[config.mk]
export PLATFORM = sky130hd
export DESIGN_NAME = hazard_ctrl
export DESIGN_NICKNAME = d
export VERILOG_FILES = /design/src/rtl/hazard_ctrl.sv
export SDC_FILE = /design/constraint.sdc
export NUM_CORES = 1
export LEC_CHECK = 0
export ABC_AREA = 1
export BUFFER_PORTS_ARGS = -buffer_cell sky130_fd_sc_hd__buf_2
export CAP_MARGIN = 20
export CORE_MARGIN = 2
export CORE_UTILIZATION = 43
export CTS_CLUSTER_DIAMETER = 60
export DETAILED_ROUTE_END_ITERATION = 10
export PLACE_DENSITY = 0.66
export SYNTH_ARGS = -nofsm -noshare
export SYNTH_HDL_FRONTEND = slang
export SYNTH_SLANG_ARGS = --single-unit
[constraint.sdc]
create_clock -name clk -period 2.1 [get_ports clk]
set_input_delay 0.21 -clock clk [delete_from_list [all_inputs] [get_ports clk]]
set_output_delay 0.21 -clock clk [all_outputs]
set_load 0.01 [all_outputs]
[src/rtl/hazard_ctrl.sv]
// hazard_ctrl: pipeline hazard controller for the F/D and D/E pipeline registers.
//   Detects load-use hazards, flushes on taken branches, and freezes the front end
//   while a multi-cycle Execute operation runs. Keeps a saturating count of
//   cycles in which the F/D register was held.
// Ports:
//   clk, rst             clock (rising edge), asynchronous active-low reset
//   rs1_D, rs2_D         Decode source registers; use_rs1_D/use_rs2_D qualify them
//   rd_E, memread_E      Execute destination register and load flag
//   branch_taken_E       branch resolved taken in Execute
//   mc_start_E           multi-cycle op enters Execute; mc_cycles_E is its length
//   stall_F/stall_D/stall_E, flush_F/flush_D   pipeline register controls
//   mc_busy              multi-cycle operation in progress
//   stall_cnt            saturating count of cycles with stall_D=1
module hazard_ctrl #(
   parameter int unsigned RW = 4,
   parameter int unsigned CW = 4,
   parameter int unsigned SW = 16
) (
   input  logic          clk,
   input  logic          rst,
   input  logic [RW-1:0] rs1_D,
   input  logic [RW-1:0] rs2_D,
   input  logic          use_rs1_D,
   input  logic          use_rs2_D,
   input  logic [RW-1:0] rd_E,
   input  logic          memread_E,
   input  logic          branch_taken_E,
   input  logic          mc_start_E,
   input  logic [CW-1:0] mc_cycles_E,
   output logic          stall_F,
   output logic          stall_D,
   output logic          flush_F,
   output logic          stall_E,
   output logic          flush_D,
   output logic          mc_busy,
   output logic [SW-1:0] stall_cnt
);

   typedef enum logic [0:0] {StRun, StMcBusy} state_t;

   state_t        r_state;
   state_t        w_state_d;
   logic [CW-1:0] r_mcnt;
   logic [CW-1:0] w_mcnt_d;
   logic [SW-1:0] r_stall_cnt;
   logic          w_lu;
   logic          w_stall_F;
   logic          w_stall_D;
   logic          w_flush_F;
   logic          w_stall_E;
   logic          w_flush_D;
   logic          w_mc_busy;

   // Register 0 is hard-wired zero, so a load targeting it never creates a hazard.
   assign w_lu = memread_E && (rd_E != '0) &&
                 ((use_rs1_D && (rs1_D == rd_E)) || (use_rs2_D && (rs2_D == rd_E)));

   always_comb begin
      w_state_d = r_state;
      w_mcnt_d  = r_mcnt;
      w_stall_F = 1'b0;
      w_stall_D = 1'b0;
      w_flush_F = 1'b0;
      w_stall_E = 1'b0;
      w_flush_D = 1'b0;
      w_mc_busy = 1'b0;
      unique case (r_state)
         StRun: begin
            if (branch_taken_E) begin
               // Decode holds a wrong-path instruction, so any load-use match is moot.
               w_flush_F = 1'b1;
               w_flush_D = 1'b1;
            end else if (w_lu) begin
               w_stall_F = 1'b1;
               w_stall_D = 1'b1;
               w_flush_D = 1'b1;
            end
            // The start cycle itself is the first Execute cycle; the rest are stalls.
            if (mc_start_E && (mc_cycles_E > CW'(1))) begin
               w_state_d = StMcBusy;
               w_mcnt_d  = mc_cycles_E - CW'(1);
            end
         end
         StMcBusy: begin
            w_stall_F = 1'b1;
            w_stall_D = 1'b1;
            w_stall_E = 1'b1;
            w_mc_busy = 1'b1;
            if (r_mcnt <= CW'(1)) begin
               w_state_d = StRun;
               w_mcnt_d  = '0;
            end else begin
               w_mcnt_d  = r_mcnt - CW'(1);
            end
         end
         default: begin
            w_state_d = StRun;
            w_mcnt_d  = '0;
         end
      endcase
   end

   // Outputs are forced low during reset even though the inputs may show a hazard.
   assign stall_F   = rst & w_stall_F;
   assign stall_D   = rst & w_stall_D;
   assign flush_F   = rst & w_flush_F;
   assign stall_E   = rst & w_stall_E;
   assign flush_D   = rst & w_flush_D;
   assign mc_busy   = rst & w_mc_busy;
   assign stall_cnt = r_stall_cnt;

   always_ff @(posedge clk or negedge rst) begin
      if (!rst) begin
         r_state     <= StRun;
         r_mcnt      <= '0;
         r_stall_cnt <= '0;
      end else begin
         r_state <= w_state_d;
         r_mcnt  <= w_mcnt_d;
         if (w_stall_D && (r_stall_cnt != {SW{1'b1}})) begin
            r_stall_cnt <= r_stall_cnt + SW'(1);
         end
      end
   end

endmodule

==> key figures, run 1 <==
Status
  • Run status: completed

Global route
  • Grt met2 use: 0.289
  • Vias in the first global route: 1,351
  • GR Util met1: 0.233
  • First-pass GRT wire length: 5770 µm
  • Total global-route track usage: 0.174
  • Largest net degree at the start of global routing: 24
  • GRT Max-Usage Layer: met2
  • GRT met3 Usage: 0.0208
  • GRT overflow: 0
  • Initial antenna violation count: 0

Floorplan
  • Core area: 3420 µm²
  • Die Wd: between 60 and 70 µm
  • Die ar.: 4170 µm²
  • Effective utilization at floorplan: 0.462
  • Row count: 21
  • Die Span Y: ~65 µm
  • I/O pin cnt: 45

Placement
  • IO Port Bufs: 44
  • Placer Congestion: around 0.8
  • Placed cell areas: 1800 µm²
  • Final HPWL DP: around 2500 µm

Yosys
  • Post-synth top area cell: dfrtp_1
  • Most frequent cell after synthesis: nand2_1
  • Ys flop type: dfrtp_1
  • Area share of xor/xnor cells in the synthesized design: 0.0611
  • Netlist cell types: 32
  • Synth Area in Simple Gates: 0.390
  • Number of synthesized register bits: 21
  • Post-synth EDFFs: 0
  • Mux cell area share after synthesis: 0
  • Synthesized area: 1580 µm²
  • Adder-cell area share of the yosys netlist: 0.0397
  • Mean post-synth cell area: 6.98 µm²
  • Synth Instances: 226
  • Most frequent cells after synthesis: 73 x nand2_1, 25 x inv_1, 25 x nand3_1
  • Post-synth top area share: 0.333
  • Mapped Nets: between 200 and 300
  • Compound-gate portion of the synthesized area: 0.0667
  • Seq/Total Area, Yosys: 0.333
  • Number of synthesis warnings: 0
  • Post-synthesis async set-or-reset flop share: 1.00
  • Main area contributors after synthesis: dfrtp_1 33%, nand2_1 17%, nand3_1 7.9%
  • Main combinational cell family by area after synthesis: simple AND/OR/NAND/NOR gates

Critical path
  • Crit. End Element: flop
  • CP max stage delay: roughly 430 ps
  • Crit path max-delay cell type: dfrtp_1
  • CP max FO: 12
  • Setup crit start kind: flop
  • Arrival time worst endpoint: 1960 ps
  • Register-to-Register Path Depth: 9
  • Worst path required time: between 2000 and 2500 ps
  • Crit-path most repeated cell: nand2_1
  • Critical path, cell by cell: ha_1, nand3_2, nor2_2, nand2_1, inv_2, nand4_4, nand2_2, nand2_1, nand2_1
  • Crit Path Class: reg2reg

Timing
  • Period Utilization, post-route: 0.812
  • Final Setup Violations: 0
  • RSZ-0062 raised after global routing: no
  • Worst rel slew slack: 0.703
  • Slew of the pin with the lowest slew margin: 443 ps
  • Crit path time final: roughly 1700 ps
  • Max Clock Freq: 0.586 GHz
  • Final Hold Viols: 0
  • Final Max Tran Viols: 0
  • Setup TNS: 0 ps
  • Worst clock skew: 4.29 ps

Final layout
  • Area growth, synth to finish: 16.8%
  • Ratio of cells with drive above 1 in the final layout: 0.238
  • Number of fill cells: ~350
  • Fin area: between 1500 and 2000 µm²
  • Antenna cells: 0
  • Fin nets: 298

CTS
  • Clk buf depth: 2
  • Clock latency on the worst-skew pair: 310 ps
  • Setup bufs post-CTS: 0
  • Reg clk slew, reported paths: around 120 ps
  • CTS H-tree depth: 1
  • TritonCTS Buffers: 3
  • TritonCTS clock tree: yes
  • Clk sink count: 21
  • CTS root buf: clkbuf_4

Detailed routing
  • Iter 0 DRT Violations: 63
  • DR DRC count: 0
  • First-pass DRT Iterations: 4
  • Wire per inst: 10.5 µm
  • DRT antenna net count: 0
  • Vias/cell: 4.73
  • Routed WL: 3310 µm
  • Via count: 1,491

Power
  • LEAKAGE: 1.05 nW
  • Sw power: 0.000712 W
  • Peak VDD IR: around 0.00052 V
  • Clock network power share: 0.126
  • PwrDens: 866 nW/µm²
  • Sw Ratio: 0.447
  • Part of the power in registers: 0.414
  • Int Power: 0.000883 W
  • Power share of the combinational group: 0.460

Hold path
  • Hold Path Stages: 3
  • Hold crit path type: in2reg

Run
  • Max Cap Viol: 0
==> area by class of cell <==
| type | count | area [µm²] | area share |
|---|---|---|---|
| multi-input cells | 168 | 880 | 0.478 |
| inverters | 30 | 114 | 0.0618 |
| clock inverters | 1 | 5.00 | 0.00272 |
| well taps | 46 | 57.6 | 0.0312 |
| flip-flops and latches | 21 | 526 | 0.285 |
| repair buffers | 46 | 238 | 0.129 |
| clock buffers | 3 | 22.5 | 0.0122 |
==> worst max-delay path: cells and delay by family, from the launching register on <==
| family | cells | cell delay, ps |
|---|---|---|
| simple gates | 7 | 920 |
| flops | 1 | 430 |
| fa+ha+maj | 1 | 210 |
| buf+inv | 1 | 80 |
==> per-stage QoR <==
stage                     worst slack, ps  hold slack [ps]  power [W]  utilization  instances
after CTS                             371              154    0.00161        0.539        315
after global placement                472             31.7    0.00140        0.528        310
after detailed placement              397             32.7    0.00141        0.528        310
after global routing                  146              195    0.00176        0.539        315
after floorplan                       596            -85.6    0.00123            -        226
final                                 395              162    0.00160        0.539        315
==> placed cells by master (no fill, tap or decap), types with 4 or more instances in the layout <==
cell type	instances
nand2_1	73
buf_2	44
inv_1	25
nand3_1	25
dfrtp_1	21
nor2_1	18
nor3_1	7
xor2_1	7
o21ai_0	6
ha_1	5
xnor2_1	4
==> power by group through the flow <==
stage	Clock, W	Sequential (W)	Combinational (W)
6_report	0.000200	0.000661	0.000734
5_1_grt	0.000231	0.000685	0.000843
4_1_cts	0.000208	0.000659	0.000745
3_5_place_dp	0	0.000667	0.000738
3_3_place_gp	0	0.000668	0.000732
2_1_floorplan	0	0.000658	0.000569
==> routing by layer <==
metal	vias up	routed length, µm
li1	799	-
met1	662	1650
met2	26	1510
met3	4	107
met4	0	36
met5	-	0
==> kinds of logic after synthesis <==
logic type | Yosys count
DFF | 21
and+or+nand+nor | 135
AOI/OAI and AO/OA | 17
xor gates and xnor gates | 11
adders and majority gates | 5
buffers and inverters | 37
==> worst paths after layout <==
kind | startpoint | to | slack [ps]
hold reg to reg | stall_cnt[14] | stall_cnt[14] | 530
hold / removal | mc_start_E | r_state | 160
setup reg to reg | stall_cnt[0] | stall_cnt[1] | 390
min in group asynchronous | rst | r_mcnt[3] | 230
setup / recovery | stall_cnt[0] | stall_cnt[1] | 390
max in group asynchronous | rst | r_mcnt[0] | 1410
==> flip-flops by register name (all words and copies together) (netlist names) <==
signal,flops
r_state,1
stall_cnt,16
r_mcnt,4
==> timing repair <==
action | 4_1_cts | 5_1_grt
hold endpoints to repair | 21 | 0
resized for setup | 0 | 0
hold buffers | 1 | 0
(Power assumes the default switching activity.)
==> run 2, diff against run 1 <==
--- a/config.mk
+++ b/config.mk
@@ -12,7 +12,7 @@
 export CORE_UTILIZATION = 43
 export CTS_CLUSTER_DIAMETER = 60
 export DETAILED_ROUTE_END_ITERATION = 10
-export PLACE_DENSITY = 0.66
+export PLACE_DENSITY = 0.69
 export SYNTH_ARGS = -nofsm -noshare
 export SYNTH_HDL_FRONTEND = slang
 export SYNTH_SLANG_ARGS = --single-unit
==> constraint.sdc (replaced) <==
create_clock -name clk -period 1.5 [get_ports clk]
set_input_delay 0.15 -clock clk [delete_from_list [all_inputs] [get_ports clk]]
set_output_delay 0.15 -clock clk [all_outputs]
set_load 0.01 [all_outputs]
==> run 2 against run 1 <==
  * Combinational power rose by 98%
  * Worst hold slack got worse by 59 ps
  * Core utilization rose by 8.0 points
  * Register-to-register slack got worse by 370 ps
  * Total power rose by 65%
  * Routed wire length rose by 9.6%
  * Largest cell class unchanged
  * Largest power group unchanged
  * Highest routed layer unchanged
==> key figures, run 2 (same netlist as run 1, synthesis figures left out) <==
Timing
  • Crit path time final: 1480 ps (-227 ps)
  • RSZ-0062 raised after global routing: yes
  • Worst rel slew slack: 0.786 (+0.0835)
  • Period Utilization, post-route: 0.986 (+0.174)
  • Worst clock skew: 2.65 ps (-1.64 ps)
  • Max Clock Freq: 0.676 GHz (+15%)
  • Final Setup Violations: 0 (unchanged)
  • Final Max Tran Viols: 0 (unchanged)
  • Slew of the pin with the lowest slew margin: 319 ps (-124 ps)
  • Final Hold Viols: 0 (unchanged)
  • Setup TNS: 0 ps (unchanged)

CTS
  • TritonCTS Buffers: 3 (unchanged)
  • CTS root buf: clkbuf_4
  • Clk buf depth: 2 (unchanged)
  • Clk sink count: 21 (unchanged)
  • CTS H-tree depth: 1 (unchanged)
  • TritonCTS clock tree: yes
  • Clock latency on the worst-skew pair: 300 ps (about the same)
  • Reg clk slew, reported paths: 110 ps (about the same)

Global route
  • GRT overflow: 0 (unchanged)
  • Total global-route track usage: 0.185 (+0.0112)
  • First-pass GRT wire length: 6240 µm (+8.1%)
  • Initial antenna violation count: 0 (unchanged)
  • Vias in the first global route: 1,505 (+11%)
  • Largest net degree at the start of global routing: 20 (-17%)

Power
  • Peak VDD IR: 0.000985 V (+90%)
  • Total Power: 0.00263 W (+65%)
  • LEAKAGE: 1.18 nW (+12%)
  • PwrDens: 1240 nW/µm² (+44%)

Floorplan
  • Die ar.: 4170 µm² (unchanged)
  • Die Span Y: 64.6 µm (unchanged)
  • Row count: 21 (unchanged)
  • Core area: 3420 µm² (unchanged)
  • Die Wd: 64.6 µm (unchanged)
  • I/O pin cnt: 45 (unchanged)
  • Effective utilization at floorplan: 0.462 (unchanged)

Final layout
  • Fin nets: 322 (+8.1%)
  • Area growth, synth to finish: 34.2%
  • Most frequent cells in the layout: 72 x nand2_1, 44 x buf_2, 24 x inv_1, 24 x buf_4
  • Fin area: 2120 µm² (+15%)
  • Final Core Density: 0.619 (+0.0802)
  • Antenna cells: 0 (unchanged)
  • Ratio of cells with drive above 1 in the final layout: 0.355 (+0.117)
  • Commonest non-fill, non-tap cell in the layout: nand2_1
  • Max reg flops: 16 (unchanged)
  • Final non-filler cell total: 339 (+7.6%)

Critical path
  • Crit Path Class: reg2reg
  • Register-to-Register Path Depth: 10 (+1)
  • Critical path endpoint: stall_cnt[3]
  • Crit. End Element: flop
  • Critical R2R Launch: stall_cnt[1]
  • Arrival time worst endpoint: 1690 ps (-270 ps)
  • Worst path required time: 1710 ps (-650 ps)
  • Setup crit start kind: flop
  • CP startpoint: stall_cnt[1]
  • CP max FO: 5 (-7)
  • R2r setup slk: 20 ps (-370 ps)
  • Critical R2R Capture: stall_cnt[3]

Hold path
  • Hold crit path type: in2reg

Detailed routing
  • Iter 0 DRT Violations: 47 (-25%)
  • DR DRC count: 0 (unchanged)
  • Vias/cell: 4.75 (+0.40%)
  • Routed WL: 3620 µm (+9.6%)
  • DRT antenna net count: 0 (unchanged)
  • Via count: 1,611 (+8.0%)
  • First-pass DRT Iterations: 4 (unchanged)
  • Wire per inst: 10.7 µm (+1.8%)

Placement
  • Placed cells: 325 (+4.8%)
  • Placed cell areas: 1920 µm² (+6.4%)
  • Final HPWL DP: 2710 µm (+6.6%)
  • Placer Congestion: 0.774 (-0.40%)
  • IO Port Bufs: 44 (unchanged)

Status
  • Run status: completed

Run
  • Max Cap Viol: 0 (unchanged)
-- run 2: cell types whose count changed in the layout (fill, tap and decap cells not counted), moves of 2 or more --
cell	before	now
buf_4	1	24
clkinv_2	2	0
nand3_1	25	20
nand3_2	1	5
nor2_1	18	13
nor2_2	3	6
nor2_4	0	2
nor3_1	7	5
nor3_2	1	3
-- run 2: critical path, stage by stage, from the launching register on --
cell	delay (ps)
dfrtp_1	410
ha_4	170
nand3_4	70
nor2_4	120
nand2_2	70
inv_2	70
nand4_4	140
inv_4	140
nor2_2	60
nand3_1	80
nand2_1	50
-- run 2: worst min-delay path by stage --
stage / from / end / cells after the start
2_1_floorplan: rst / r_mcnt[0] / 0
3_3_place_gp: rst / r_mcnt[3] / 1
3_5_place_dp: rst / r_mcnt[3] / 1
4_1_cts: mc_start_E / r_state / 3
5_1_grt: mc_start_E / r_state / 3
6_report: mc_start_E / r_state / 3
-- run 2: what timing repair did --
item / CTS / global route
endpoints found under the setup margin: 14 / 21
setup buffers: 3 / 6
pin swaps: 0 / 10
hold buffers: 1 / 0
hold endpoints to repair: 21 / 0
gates resized for setup: 5 / 19
-- run 2: stage by stage --
| step | setup WS, ps | hold WS, ps |
|---|---|---|
| 6_report | 21.5 | 103 |
| 5_1_grt | -97.2 | 166 |
| 4_1_cts | 3.69 | 103 |
| 3_5_place_dp | -23.7 | -32.0 |
| 3_3_place_gp | 52.1 | -33.9 |
| 2_1_floorplan | -1.03 | -146 |
-- run 2: area by class of cell --
type	count	area (µm²)
multi-input combinational	168	968
tap	46	57.6
timing repair buffer	70	422
sequential	21	527
fill	325	1300
clock buffer	4	26.3
inverter	30	115
-- run 2: where the power goes --
part	total (W)	internal (W)	switching (W)
clock network	0.000273	0.000104	0.000169
logic	0.00145	0.000672	0.000775
registers	0.000914	0.000730	0.000184
total	0.00263	0.00151	0.00113
-- run 2: layer usage --
metal  global-route usage  routed length [µm]
met1                0.240                1610
met2                0.323                1800
met3               0.0208                 156
met4               0.0585                  63
met5                    0                   0
==> run 3, diff against run 2 <==
--- a/config.mk
+++ b/config.mk
@@ -13,6 +13,7 @@
 export CTS_CLUSTER_DIAMETER = 60
 export DETAILED_ROUTE_END_ITERATION = 10
 export PLACE_DENSITY = 0.69
+export REMOVE_ABC_BUFFERS = 1
 export SYNTH_ARGS = -nofsm -noshare
 export SYNTH_HDL_FRONTEND = slang
 export SYNTH_SLANG_ARGS = --single-unit
==> run 3 against run 2 <==
  * The flow now finishes with violations (negative setup slack)
  * Clock power is 5% higher
  * Clock skew decreased by 0.81 ps
  * Design area down 0.24%
  * Critical endpoint is now stall_cnt[2]
==> key figures, run 3 (same netlist as run 1, synthesis figures left out) <==
Final layout
  • Antenna cells: 0 (unchanged)
  • Final non-filler cell total: 339 (unchanged)
  • Area of the multi-input gates: 950 µm² (-1.9%)
  • Final Core Density: 0.618 (-0.00147)
  • Most frequent cells in the layout: 71 x nand2_1, 44 x buf_2, 24 x inv_1
  • Number of fill cells: 340 (+4.6%)
  • Ratio of cells with drive above 1 in the final layout: 0.345 (-0.0102)
  • Max reg flops: 16 (unchanged)
  • Area growth, synth to finish: 33.9%
  • FF/Latch Area: 527 µm² (unchanged)
  • Fin nets: 322 (unchanged)
  • Commonest non-fill, non-tap cell in the layout: nand2_1

Critical path
  • Critical R2R Capture: stall_cnt[2]
  • Setup crit start kind: flop
  • Critical path, cell by cell: ha_4, nand3_4, nor2_4, nand2_2, inv_2, nand4_4, buf_4, nand3_1, nand2_1
  • Worst path required time: 1720 ps (about the same)
  • Register-to-Register Path Depth: 9 (-1)
  • R2r setup slk: -3 ps (-20 ps)
  • Crit. End Element: flop
  • Arrival time worst endpoint: 1730 ps (+40 ps)
  • Crit Path Class: reg2reg
  • CP max FO: 5 (unchanged)
  • Crit path max-delay cell type: dfrtp_1
  • CP max stage delay: 420 ps (about the same)
  • Critical R2R Launch: stall_cnt[1]

Floorplan
  • Effective utilization at floorplan: 0.462 (unchanged)
  • Die Wd: 64.6 µm (unchanged)
  • Die ar.: 4170 µm² (unchanged)
  • I/O pin cnt: 45 (unchanged)
  • Die Span Y: 64.6 µm (unchanged)
  • Core area: 3420 µm² (unchanged)
  • Row count: 21 (unchanged)

Timing
  • Max Clock Freq: 0.665 GHz (-1.6%)
  • Hold_ws: 95.8 ps (-7.49 ps)
  • Final Setup Violations: 1 (+1)
  • Period Utilization, post-route: 1.00 (+0.0164)
  • Slew of the pin with the lowest slew margin: 344 ps (+25.3 ps)
  • Final Hold Viols: 0 (unchanged)
  • Crit path time final: 1500 ps (+24.6 ps)
  • Final Max Tran Viols: 0 (unchanged)
  • Worst rel slew slack: 0.770 (-0.0163)
  • RSZ-0062 raised after global routing: yes
  • Post-route setup slack: -3.08 ps (-24.6 ps)
  • Worst clock skew: 1.84 ps (-0.809 ps)

Global route
  • GRT overflow: 0 (unchanged)
  • Largest net degree at the start of global routing: 20 (unchanged)
  • Initial antenna violation count: 0 (unchanged)
  • First-pass GRT wire length: 6240 µm (+0.11%)
  • Total global-route track usage: 0.191 (+0.00577)
  • Vias in the first global route: 1,473 (-2.1%)

Power
  • Peak VDD IR: 0.00106 V (+7.1%)
  • PwrDens: 1260 nW/µm² (+0.92%)
  • LEAKAGE: 1.18 nW (about the same)

Hold path
  • Min-Delay Endpoint: r_state
  • Hold crit path type: in2reg
  • Min-delay src: mc_start_E
  • Hold Path Stages: 3 (unchanged)

Detailed routing
  • Iter 0 DRT Violations: 54 (+15%)
  • DRT antenna net count: 0 (unchanged)
  • DR DRC count: 0 (unchanged)
  • Routed WL: 3670 µm (+1.2%)
  • First-pass DRT Iterations: 4 (unchanged)
  • Via count: 1,607 (-0.25%)
  • Wire per inst: 10.8 µm (+1.2%)
  • Vias/cell: 4.74 (-0.25%)

CTS
  • Reg clk slew, reported paths: 120 ps (about the same)
  • CTS root buf: clkbuf_4
  • CTS H-tree depth: 1 (unchanged)
  • TritonCTS clock tree: yes
  • TritonCTS Buffers: 3 (unchanged)
  • Clk sink count: 21 (unchanged)
  • Clock latency on the worst-skew pair: 320 ps (+20 ps)
  • Clk buf depth: 2 (unchanged)

Placement
  • Final HPWL DP: 2800 µm (+3.4%)
  • IO Port Bufs: 44 (unchanged)
  • Placer Congestion: 0.801 (+3.4%)
  • Placed cells: 330 (+1.5%)

Status
  • Run status: finished, violations left
  • Failing checks: negative setup slack

Run
  • Max Cap Viol: 0 (unchanged)
-- run 3: worst max-delay path by stage --
stage | from | endpoint | slack, ps
final | stall_cnt[1] | stall_cnt[2] | -3
after global routing | stall_cnt[0] | stall_cnt[11] | -130
after CTS | r_state | stall_F | 7
after detailed placement | stall_cnt[0] | stall_cnt[13] | 10
after global placement | stall_cnt[0] | stall_cnt[13] | 50
after floorplan | stall_cnt[0] | stall_cnt[3] | -50
-- run 3: critical path: cells and delay by family (launching register included) --
kind	cells	cell delay, ps
AND/OR/NAND/NOR	6	560
flip-flops	1	420
buffers and inverters	2	270
adder cells (fa/ha/maj)	1	170
-- run 3: cell type report --
| class | count | share of cell area |
|---|---|---|
| Clock inverter | 1 | 0.00237 |
| Timing Repair Buffer | 70 | 0.206 |
| Clock buffer | 3 | 0.0107 |
| Tap cell | 46 | 0.0273 |
| Inverter | 30 | 0.0545 |
| Sequential cell | 21 | 0.250 |
| Multi-Input combinational cell | 168 | 0.450 |
-- run 3: timing repair --
| item | 4_1_cts | 5_1_grt |
|---|---|---|
| hold buffers | 1 | 0 |
| endpoints found under the hold margin | 21 | 0 |
| endpoints found under the setup margin | 9 | 21 |
| resized for setup | 1 | 19 |
| pin swaps | 0 | 8 |
| buffers inserted | 2 | 2 |
-- run 3: power breakdown --
group | internal [W] | leakage, nW | switching [W] | total (W)
Combinational | 0.000682 | 0.886 | 0.000785 | 0.00147
Clock | 0.000100 | 0.0177 | 0.000187 | 0.000287
Sequential | 0.000730 | 0.273 | 0.000168 | 0.000897
Total | 0.00151 | 1.18 | 0.00114 | 0.00265
-- run 3: layer usage --
metal  GRT usage  share of wire  wire (µm)  up-vias
li1            -              -          -      850
met1       0.244           0.45       1670      716
met2       0.315           0.49       1810       36
met3      0.0451          0.040        148        5
met4      0.0691          0.013         46        0
met5           0              0          0        -
-- run 3: through the flow --
step	worst slack [ps]	total power (W)	cell area (µm²)	setup TNS (ps)
finish	-3.08	0.00265	2110	-3.08
detailed placement	10.2	0.00219	1970	0
floorplan	-53.7	0.00163	1520	-526
global placement	46.2	0.00217	1970	0
global route	-128	0.00290	2110	-1420
CTS	7.09	0.00253	2020	0
